File: src/rtl/exception_controller.sv
// Kernel entry/exit sequencer: prioritises exceptions and interrupts, flushes
// the pipeline, then redirects to the handler or back to the saved EPC.
module exception_controller #(
  parameter logic [31:0] HANDLER_ADDR = 32'h0000_0100,
  parameter int unsigned FLUSH_CYCLES = 2
) (
  input  logic        clk,
  input  logic        reset,
  input  logic        ext_irq,
  input  logic        syscallD,
  input  logic        illegalD,
  input  logic        eretD,
  input  logic        stall_pipe,
  input  logic [31:0] epc_in,
  output logic        cause_write,
  output logic [2:0]  int_cause,
  output logic        exit_kernel,
  output logic        flush_pipe,
  output logic        stall_fetch,
  output logic        pc_redirect,
  output logic [31:0] redirect_pc,
  output logic        double_fault
);

  typedef enum logic [1:0] {
    USER   = 2'd0,
    FLUSH  = 2'd1,
    ENTER  = 2'd2,
    KERNEL = 2'd3
  } state_t;

  localparam logic [3:0] FLUSH_INIT = 4'(FLUSH_CYCLES);

  state_t     state, state_n;
  logic [3:0] cnt, cnt_n;
  logic [2:0] cause, cause_n;
  logic       eret_q, eret_n;
  logic       irq_q, irq_pending;
  logic       irq_set, irq_clr;

  assign irq_set = ext_irq & ~irq_q;
  assign irq_clr = (state == ENTER) && (cause == 3'b001);

  always_ff @(posedge clk or posedge reset) begin
    if (reset) begin
      state  <= KERNEL;
      cnt    <= '0;
      cause  <= '0;
      eret_q <= 1'b0;
    end else begin
      state  <= state_n;
      cnt    <= cnt_n;
      cause  <= cause_n;
      eret_q <= eret_n;
    end
  end

  // Set has priority over the ENTER-cycle clear so no edge is lost.
  always_ff @(posedge clk or posedge reset) begin
    if (reset) begin
      irq_q       <= 1'b0;
      irq_pending <= 1'b0;
    end else begin
      irq_q <= ext_irq;
      if (irq_set)
        irq_pending <= 1'b1;
      else if (irq_clr)
        irq_pending <= 1'b0;
    end
  end

  always_ff @(posedge clk or posedge reset) begin
    if (reset)
      double_fault <= 1'b0;
    else if (state == KERNEL && (syscallD || illegalD))
      double_fault <= 1'b1;
  end

  always_comb begin
    state_n     = state;
    cnt_n       = cnt;
    cause_n     = cause;
    eret_n      = 1'b0;
    cause_write = 1'b0;
    int_cause   = '0;
    exit_kernel = 1'b0;
    flush_pipe  = 1'b0;
    stall_fetch = 1'b0;
    pc_redirect = 1'b0;
    redirect_pc = '0;
    case (state)
      USER: begin
        if (!stall_pipe && (illegalD || syscallD || irq_pending)) begin
          if (illegalD)      cause_n = 3'b011;
          else if (syscallD) cause_n = 3'b010;
          else               cause_n = 3'b001;
          cnt_n   = FLUSH_INIT;
          state_n = FLUSH;
        end
      end
      FLUSH: begin
        flush_pipe  = 1'b1;
        stall_fetch = 1'b1;
        if (cnt <= 4'd1)
          state_n = ENTER;
        else
          cnt_n = cnt - 4'd1;
      end
      ENTER: begin
        cause_write = 1'b1;
        int_cause   = cause;
        pc_redirect = 1'b1;
        redirect_pc = HANDLER_ADDR;
        stall_fetch = 1'b1;
        state_n     = KERNEL;
      end
      KERNEL: begin
        // eret is registered so its strobes land one cycle after decode sees it.
        if (eret_q) begin
          exit_kernel = 1'b1;
          flush_pipe  = 1'b1;
          pc_redirect = 1'b1;
          redirect_pc = epc_in;
          state_n     = USER;
        end else if (eretD && !stall_pipe) begin
          eret_n = 1'b1;
        end
      end
      default: state_n = KERNEL;
    endcase
  end

endmodule

File: config.mk
export PLATFORM = sky130hd
export DESIGN_NAME = exception_controller
export DESIGN_NICKNAME = d
export VERILOG_FILES = /design/src/rtl/exception_controller.sv
export SDC_FILE = /design/constraint.sdc
export NUM_CORES = 1
export LEC_CHECK = 0
export ABC_CLOCK_PERIOD_IN_PS = 1600
export CAP_MARGIN = 10
export CORE_UTILIZATION = 29
export DETAILED_ROUTE_END_ITERATION = 12
export PLACE_DENSITY = 0.86
export REMOVE_ABC_BUFFERS = 1
export SYNTH_ARGS = -nofsm -noshare
export SYNTH_HDL_FRONTEND = slang
export SYNTH_SLANG_ARGS = --single-unit
export TNS_END_PERCENT = 30
File: constraint.sdc
create_clock -name clk -period 1.6 [get_ports clk]
set_input_delay 0.48 -clock clk [delete_from_list [all_inputs] [get_ports clk]]
set_output_delay 0.48 -clock clk [all_outputs]
set_load 0.01 [all_outputs]
* Yosys cells after proc, flatten, opt, wreduce, memory -nomap -nowiden
Index checks and enable logic that the tools add are counted.
Cells by class: divide/modulo/power cells 0, muxes and demuxes 23, $add $sub $neg 1, reduce and logical (&&, ||, !) cells 14, shifts and indexed selects 0, order comparisons 1, eq/ne operators 8, multipliers 0, bitwise operators 2
Operators with widths (number):
- case mux 32 bit (2 select lines) | 1
- two-way mux 32 bit | 1
- two-way mux 2 bit | 5
- two-way mux 1 bit | 9
- two-way mux 4 bit | 2
- != test 2 bit (second input constant) | 4
- case mux 2 bit (4 select lines) | 1
- case mux 4 bit (2 select lines) | 1
- AND reduction 3 bit | 2
- == test 2 bit (second input constant) | 2
- <= comparator 4 x 1 -> 1 bit (second input constant) | 1
- logical AND 1 bit | 4
- case mux 1 bit (2 select lines) | 2
- nonzero test 2 bit | 2
- subtractor 4 x 1 -> 4 bit (second input constant) | 1
- == test 3 x 1 -> 1 bit (second input constant) | 1
- two-way mux 3 bit | 1
- == test 2 x 1 -> 1 bit (second input constant) | 1
- zero test 2 bit | 1
- logical OR 1 bit | 2
- AND reduction 2 bit | 1
- OR reduction 2 bit | 1
- bitwise AND 1 bit | 1
- zero test 1 bit | 1
- NOT 1 bit | 1
Storage, ports and cells: memory bits (read-only) 0, output and inout port bits 41, bits in latches 0, flip-flop bits (word level) 13, RAM bits 0, memories 0, word-level logic and storage cells 56

* Longest topological paths before layout
Gate-level depths: netlist of run 1.
depth after elaboration 5, depth in mapped cells 6, mapped depth without buffers 6

* Worst setup path before layout of run 1
OpenSTA, ideal clock, no wires.
kind reg2out, start point register state[1], end point output redirect_pc[0], buffers on the path 1, setup slack -46 ps, data required time 1120 ps, data arrival time 1166 ps, stages on the path, launching flop included 4, cells stage by stage dfstp_2 > ha_1 > clkbuf_1 > and3_1
Between the ends: longest elaborated chain between the ends 2, elaborated cells between the ends (all ways) 3, classes of those cells 2 x eq/ne; 1 x mux
Ends and longest elaborated chain:
- start: declaration | RTL line 34 | state_t state, state_n;
- start signal: assignment | RTL line 51 | state <= state_n;
- == test 2 bit | RTL line 91 | case (state)
- case mux 32 bit (2 select lines) * | RTL line 91
- end: declaration | RTL line 21 | output logic [31:0] redirect_pc,
Every way passes the cells marked *; elsewhere a longest branch is shown, timed or not.

* Worst setup path after layout of run 1
start point register state[0], end point output redirect_pc[23]
The elaborated chain is that of the path after synthesis.

==> metrics.md, run 1 <==
| Metric | Value |
|---|---|
| Dpl cells | `243` |
| RR Endpoint | `cnt[3]` |
| Initial Utilization | `30.7%` |
| Commonest non-fill, non-tap cell in the layout | `clkdlybuf4s50_1` |
| ANT cells | `0` |
| Slew Limit Fails | `0` |
| Core area | `3080 µm²` |
| Pin count of the biggest net entering global routing | `17` |
| RSZ-0062 raised after global routing | `yes` |
| Clk slew on worst S/H paths | `0.07 ns` |
| RR Startpoint | `state[0]` |
| Initial DRC Count | `23` |
| DP Area | `1870 µm²` |
| Seq cells post-synth | `12` |
| Total Routing Usage GR | `19.5%` |
| Wirelength per Cell | `13.7 µm` |
| Syn. warnings | `0` |
| Non-filler instance count after layout | `254` |
| Post-synthesis cell area | `945 µm²` |
| Via count | `1198` |
| Final core occ | `66.6%` |
| Flop2flop setup slack | `-0.23 ns` |
| Layout Nets | `257` |
| CTS buffer count | `3` |
| Vias in the first global route | `1114` |
| Share of cells above drive strength 1 | `47.1%` |
| Final hold vios | `0` |
| Pre-CTS setup slack | `-0.541 ns` |
| Max IR drop VDD | `885 µV` |
| ANT nets after route | `0` |
| PnR worst setup slack | `-0.417 ns` |
| Yosys top cell by area | `dfrtp_1` |
| Max clock buf depth | `2` |
| HP Class | `reg2reg` |
| Critical path required time | `1.12 ns` |
| P per Cell Area | `1290 nW/µm²` |
| Ys async rst share | `100%` |
| Gpl congestion | `0.767` |
| Final period util | `126%` |
| Setup TNS | `-14.04 ns` |
| Max-cap viol count | `0` |
| Worst-Skew Late Latency | `0.27 ns` |
| CTS tree | `done` |
| Final setup violation count | `44` |
| Seq/Total Area, Yosys | `32.1%` |
| Final Cell Area | `2050 µm²` |
| CP endpoint kind | `output port` |
| HPWL after DPL | `2400 µm` |
| Number of vias per cell | `4.72` |
| Dominant cells by area after synthesis | `dfrtp_1 26%, and3_1 21%, ha_1 9.3%` |
| Arrival @ worst endpoint | `1.54 ns` |
| CP Launch Type | `register` |
| IO Count | `80` |
| Clock root cell | `clkbuf_4` |
| Crit path from | `state[0]` |
| Status | `finished, violations left` |
| Die Y | `59.1 µm` |
| Post-synth top flop | `dfrtp_1` |
| Top achievable clock speed | `496 MHz` |
| Total gr overflow | `0` |
| Crit-path max FO | `8` |
| Crit path to | `redirect_pc[23]` |
| Syn-to-layout area delta | `117%` |
| Average size of a mapped cell | `8.43 µm²` |
| Port Buffers | `78` |
| Unique masters post-synth | `35` |
| Clk sinks | `12` |
| Post-synth EDFFs | `0` |
| Skew final | `0.0110 ns` |
| DRC Markers | `0` |
| Cell count after synthesis | `112` |
| First drt pass iteration count | `4` |
| Final Routed Wirelength | `3470 µm` |
| H-tree levels | `1` |
| Crit path kind | `reg2out` |
| Reg2Reg Depth | `7` |
| Initial antenna violation count | `0` |
| Total die area | `3490 µm²` |
| Die Wd | `59.1 µm` |
| Synth top area share | `26.5%` |
| Minimum clock period | `2.02 ns` |
| Failing checks | `setup timing` |
| Commonest cells after routing, fill and taps aside | `38 x clkdlybuf4s50_1, 21 x buf_6, 20 x buf_2, 18 x buf_4, 16 x and3_4` |
| Row Count | `20` |
| First-pass GRT wire length | `5140 µm` |
| Leak | `0.00102 µW` |
==> Yosys cell counts (3+ instances only) <==
library cell  number
o21ai_0            3
and3_1            31
nand2b_1           3
o21ai_1            3
nor2_1             3
dfrtp_1           10
inv_1              8
ha_1               7
nand2_1            6
clkbuf_1           6
nor3_1             3
==> cells by family after synthesis <==
| logic type | after synthesis | share of synthesized area, % |
|---|---|---|
| AOI/OAI and AO/OA | 16 | 12.3 |
| adders and majority gates | 7 | 9.27 |
| buffers and inverters | 16 | 6.75 |
| DFF | 12 | 32.1 |
| muxes | 3 | 3.31 |
| other | 1 | 0.397 |
| and+or+nand+nor | 57 | 35.9 |
==> registers in the layout, indices dropped and copies added (netlist names) <==
| register | cells |
|---|---|
| irq_pending | 1 |
| cnt | 4 |
| state | 2 |
| irq_q | 1 |
| eret_q | 1 |
| cause | 2 |
| double_fault | 1 |
==> how the worst min path moves through the flow <==
stage	from	end	slack, ns	cells past startpoint
3_5_place_dp	irq_q	irq_pending	0.41	1
4_1_cts	irq_q	irq_pending	0.42	1
3_3_place_gp	irq_q	irq_pending	0.40	1
5_1_grt	irq_q	irq_pending	0.44	1
2_1_floorplan	reset	cause[0]	0.34	1
6_report	irq_q	irq_pending	0.42	1
==> layout make-up <==
class                   instances  area, µm²
flip-flops and latches         12        303
multi-input cells              84        718
clock buffers                   4       26.3
repair buffers                101        911
fillers                       247       1030
inverters                       9       36.3
well taps                      44       55.1
==> through the flow <==
step / power [µW] / hold slack [ns]
after floorplan: 1310 / 0.343
final: 2640 / 0.417
after detailed placement: 2050 / 0.415
after CTS: 2470 / 0.424
after global placement: 2010 / 0.401
after global routing: 2820 / 0.439
==> worst max-delay path: stages (launching register included) <==
cell and delay [ns]:
dfstp_2 0.58, ha_4 0.19, buf_12 0.11, buf_8 0.11
and3_4 0.18, buf_6 0.10
==> power breakdown <==
part / internal [µW] / switching, µW
Sequential: 449 / 145
Clock: 96.4 / 98.1
Combinational: 1020 / 829
Total: 1570 / 1070
==> repair_timing <==
| action | 4_1_cts | 5_1_grt |
|---|---|---|
| hold buffers | 0 | 0 |
| endpoints found under the setup margin | 47 | 47 |
| buffers inserted | 4 | 2 |
| resized for setup | 172 | 44 |
| pin swaps | 4 | 4 |
| gates cloned | 2 | 0 |
==> layer usage <==
metal	vias to the layer above	wire length (µm)	track usage [%]	part of all wire, %
li1	589	-	-	-
met1	546	1380	21.1	40
met2	61	1770	38.1	51
met3	2	306	3.28	8.8
met4	0	9	6.12	0.26
met5	-	0	0	0
No activity file was read; power rests on OpenSTA's default activity.
==> inputs of run 2 (changes only) <==
--- a/config.mk
+++ b/config.mk
@@ -7,6 +7,7 @@
 export LEC_CHECK = 0
 export ABC_CLOCK_PERIOD_IN_PS = 1600
 export CAP_MARGIN = 10
+export CORE_MARGIN = 5
 export CORE_UTILIZATION = 29
 export DETAILED_ROUTE_END_ITERATION = 12
 export PLACE_DENSITY = 0.86
==> run 2 against run 1 <==
The flow still finishes with violations (setup timing). Sequential share of layout area grew 0.36 points. Worst setup slack gained 0.028 ns. Sequential power is essentially flat. Via count grew 2.4%. Critical path type unchanged. Largest power group unchanged.
==> metrics.md, run 2 (synthesis results as in run 1) <==
| Metric | Value |
|---|---|
| Max FFs per register | `4 (unchanged)` |
| Comb power frac | `70.3% (+0.2 points)` |
| Reg2Reg Depth | `8 (+1)` |
| Most flop-heavy register | `cnt` |
| Wirelength per Cell | `15.1 µm (+11%)` |
| Final period util | `124% (-1.7 points)` |
| Initial Utilization | `30.7% (unchanged)` |
| Instance count on the critical path | `4 (-1)` |
| Initial antenna violation count | `0 (unchanged)` |
| Max-cap viol count | `0 (unchanged)` |
| Total gr overflow | `0 (unchanged)` |
| Largest registers | `cnt x4, cause x2, state x2` |
| Slew Limit Fails | `0 (unchanged)` |
| Number of vias per cell | `4.81 (+2.0%)` |
| Minimum clock period | `1.99 ns (-0.0279 ns)` |
| DRC Markers | `0 (unchanged)` |
| Top achievable clock speed | `503 MHz (+1.4%)` |
| CP Launch Type | `register` |
| Die Wd | `67.1 µm (+14%)` |
| Final Routed Wirelength | `3860 µm (+11%)` |
| HPWL after DPL | `2820 µm (+17%)` |
| Row Count | `20 (unchanged)` |
| Leak | `0.00106 µW (+4.3%)` |
| Switching Fraction | `39.3% (-1.3 points)` |
| H-tree levels | `1 (unchanged)` |
| Crit-path max FO | `15 (+7)` |
| Core area | `3080 µm² (unchanged)` |
| Clock root cell | `clkbuf_4` |
| Skew final | `0.00120 ns (-0.00985 ns)` |
| CP max stage cell | `dfstp_2` |
| Failing checks | `setup timing` |
| DP Area | `1900 µm² (+1.5%)` |
| Pin count of the biggest net entering global routing | `32 (+15)` |
| RSZ-0062 raised after global routing | `yes` |
| Port Buffers | `78 (unchanged)` |
| P per Cell Area | `1410 nW/µm² (+9.5%)` |
| Hold Crit Depth | `1 (unchanged)` |
| Share of cells above drive strength 1 | `41.7% (-5.4 points)` |
| Clk sinks | `12 (unchanged)` |
| Critical path required time | `1.12 ns (about the same)` |
| First drt pass iteration count | `4 (unchanged)` |
| PnR worst setup slack | `-0.389 ns (+0.0279 ns)` |
| Clock group share of total power | `8.6% (+1.2 points)` |
| Final hold vios | `0 (unchanged)` |
| CTS tree | `done` |
| Crit path kind | `reg2out` |
| ANT nets after route | `0 (unchanged)` |
| Initial DRC Count | `35 (+52%)` |
| Gpl congestion | `0.775 (+1.1%)` |
| Max IR drop VDD | `1120 µV (+27%)` |
| IO Count | `80 (unchanged)` |
| Worst path cell trace | `ha_4 > clkbuf_16 > and3_1 > buf_2` |
| ANT cells | `0 (unchanged)` |
| Arrival @ worst endpoint | `1.51 ns (-0.03 ns)` |
| Kind of cell adding the most delay to the critical path | `flip-flops` |
| CP endpoint kind | `output port` |
| Max incr delay on CP | `0.58 ns (about the same)` |
| Total Routing Usage GR | `16.2% (-3.4 points)` |
| HP Class | `reg2reg` |
| Flop pwr share | `21.1% (-1.4 points)` |
| Vias in the first global route | `1190 (+6.8%)` |
| Via count | `1227 (+2.4%)` |
| CP bufs+invs | `2 (-1)` |
| Commonest cells after routing, fill and taps aside | `38 x clkdlybuf4s50_1, 29 x buf_2, 26 x and3_1, 17 x buf_4, 14 x buf_6` |
| Commonest non-fill, non-tap cell in the layout | `clkdlybuf4s50_1` |
| Layout Nets | `258 (+0.39%)` |
| CTS buffer count | `3 (unchanged)` |
| First-pass GRT wire length | `5640 µm (+9.7%)` |
| Status | `finished, violations left` |
| Worst-Skew Late Latency | `0.27 ns (about the same)` |
| Max clock buf depth | `2 (unchanged)` |
| Final core occ | `65.0% (-1.6 points)` |
| Internal | `1710 µW (+9.2%)` |
| Syn-to-layout area delta | `112%` |
| Die Y | `67.1 µm (+14%)` |
| Clk slew on worst S/H paths | `0.08 ns (about the same)` |
| Final setup violation count | `45 (+2.3%)` |
| Total die area | `4500 µm² (+29%)` |
| Final Cell Area | `2000 µm² (-2.4%)` |
| P_sw | `1110 µW (+3.4%)` |
-- run 2: path summary, 6_finish.rpt --
kind                           from             end  slack [ns]
max                        state[0]  redirect_pc[5]       -0.39
min                           irq_q     irq_pending        0.42
max reg2reg                state[0]          cnt[3]       -0.31
min reg2reg                   irq_q     irq_pending        0.42
max in group asynchronous     reset        state[0]        0.74
min in group asynchronous     reset    double_fault        0.51
-- run 2: timing repair --
| action | in CTS | in global routing |
|---|---|---|
| hold buffers | 0 | 0 |
| setup endpoints to repair | 47 | 46 |
| setup buffers | 0 | 4 |
| gates resized for setup | 169 | 22 |
| cloned | 0 | 2 |
| pin swaps | 7 | 4 |
-- run 2: layout make-up --
class	instances	area (µm²)
multi-input cells	84	673
flip-flops and latches	12	303
inverters	9	43.8
well taps	44	55.1
clock buffers	4	36.3
repair buffers	102	890
fillers	266	1080
-- run 2: through the flow --
step / power, µW / setup slack, ns / instances / setup TNS (ns) / hold slack, ns
after floorplan: 1310 / -0.339 / 105 / -6.15 / 0.343
after global placement: 2070 / -0.506 / 245 / -19.86 / 0.401
after detailed placement: 2120 / -0.528 / 245 / -20.66 / 0.411
after CTS: 2540 / -0.456 / 249 / -13.67 / 0.421
after global routing: 3060 / -0.444 / 255 / -17.19 / 0.438
final: 2820 / -0.389 / 255 / -14.46 / 0.415
-- run 2: worst register-to-register path, stage by stage, from the launching register on --
cell,delay (ns)
dfstp_2,0.58
buf_4,0.13
ha_4,0.12
buf_4,0.10
buf_6,0.12
inv_6,0.04
o41ai_1,0.42
o21ai_1,0.11
a32oi_1,0.19
-- run 2: power groups by stage --
stage / clock network (µW) / logic (µW) / registers (µW)
6_report: 243 / 1980 / 595
5_1_grt: 269 / 2170 / 618
2_1_floorplan: 0 / 754 / 555
3_5_place_dp: 0 / 1550 / 572
3_3_place_gp: 0 / 1500 / 566
4_1_cts: 251 / 1700 / 588
-- run 2: per-layer routing --
layer  vias up  routed length [µm]  global-route usage, %  part of all wire (%)
met2        57                1920                   30.4                    50
met4         0                  14                   3.04                  0.36
met1       577                1480                   17.9                    38
li1        591                   -                      -                     -
met3         2                 437                   4.38                    11
met5         -                   0                      0                     0
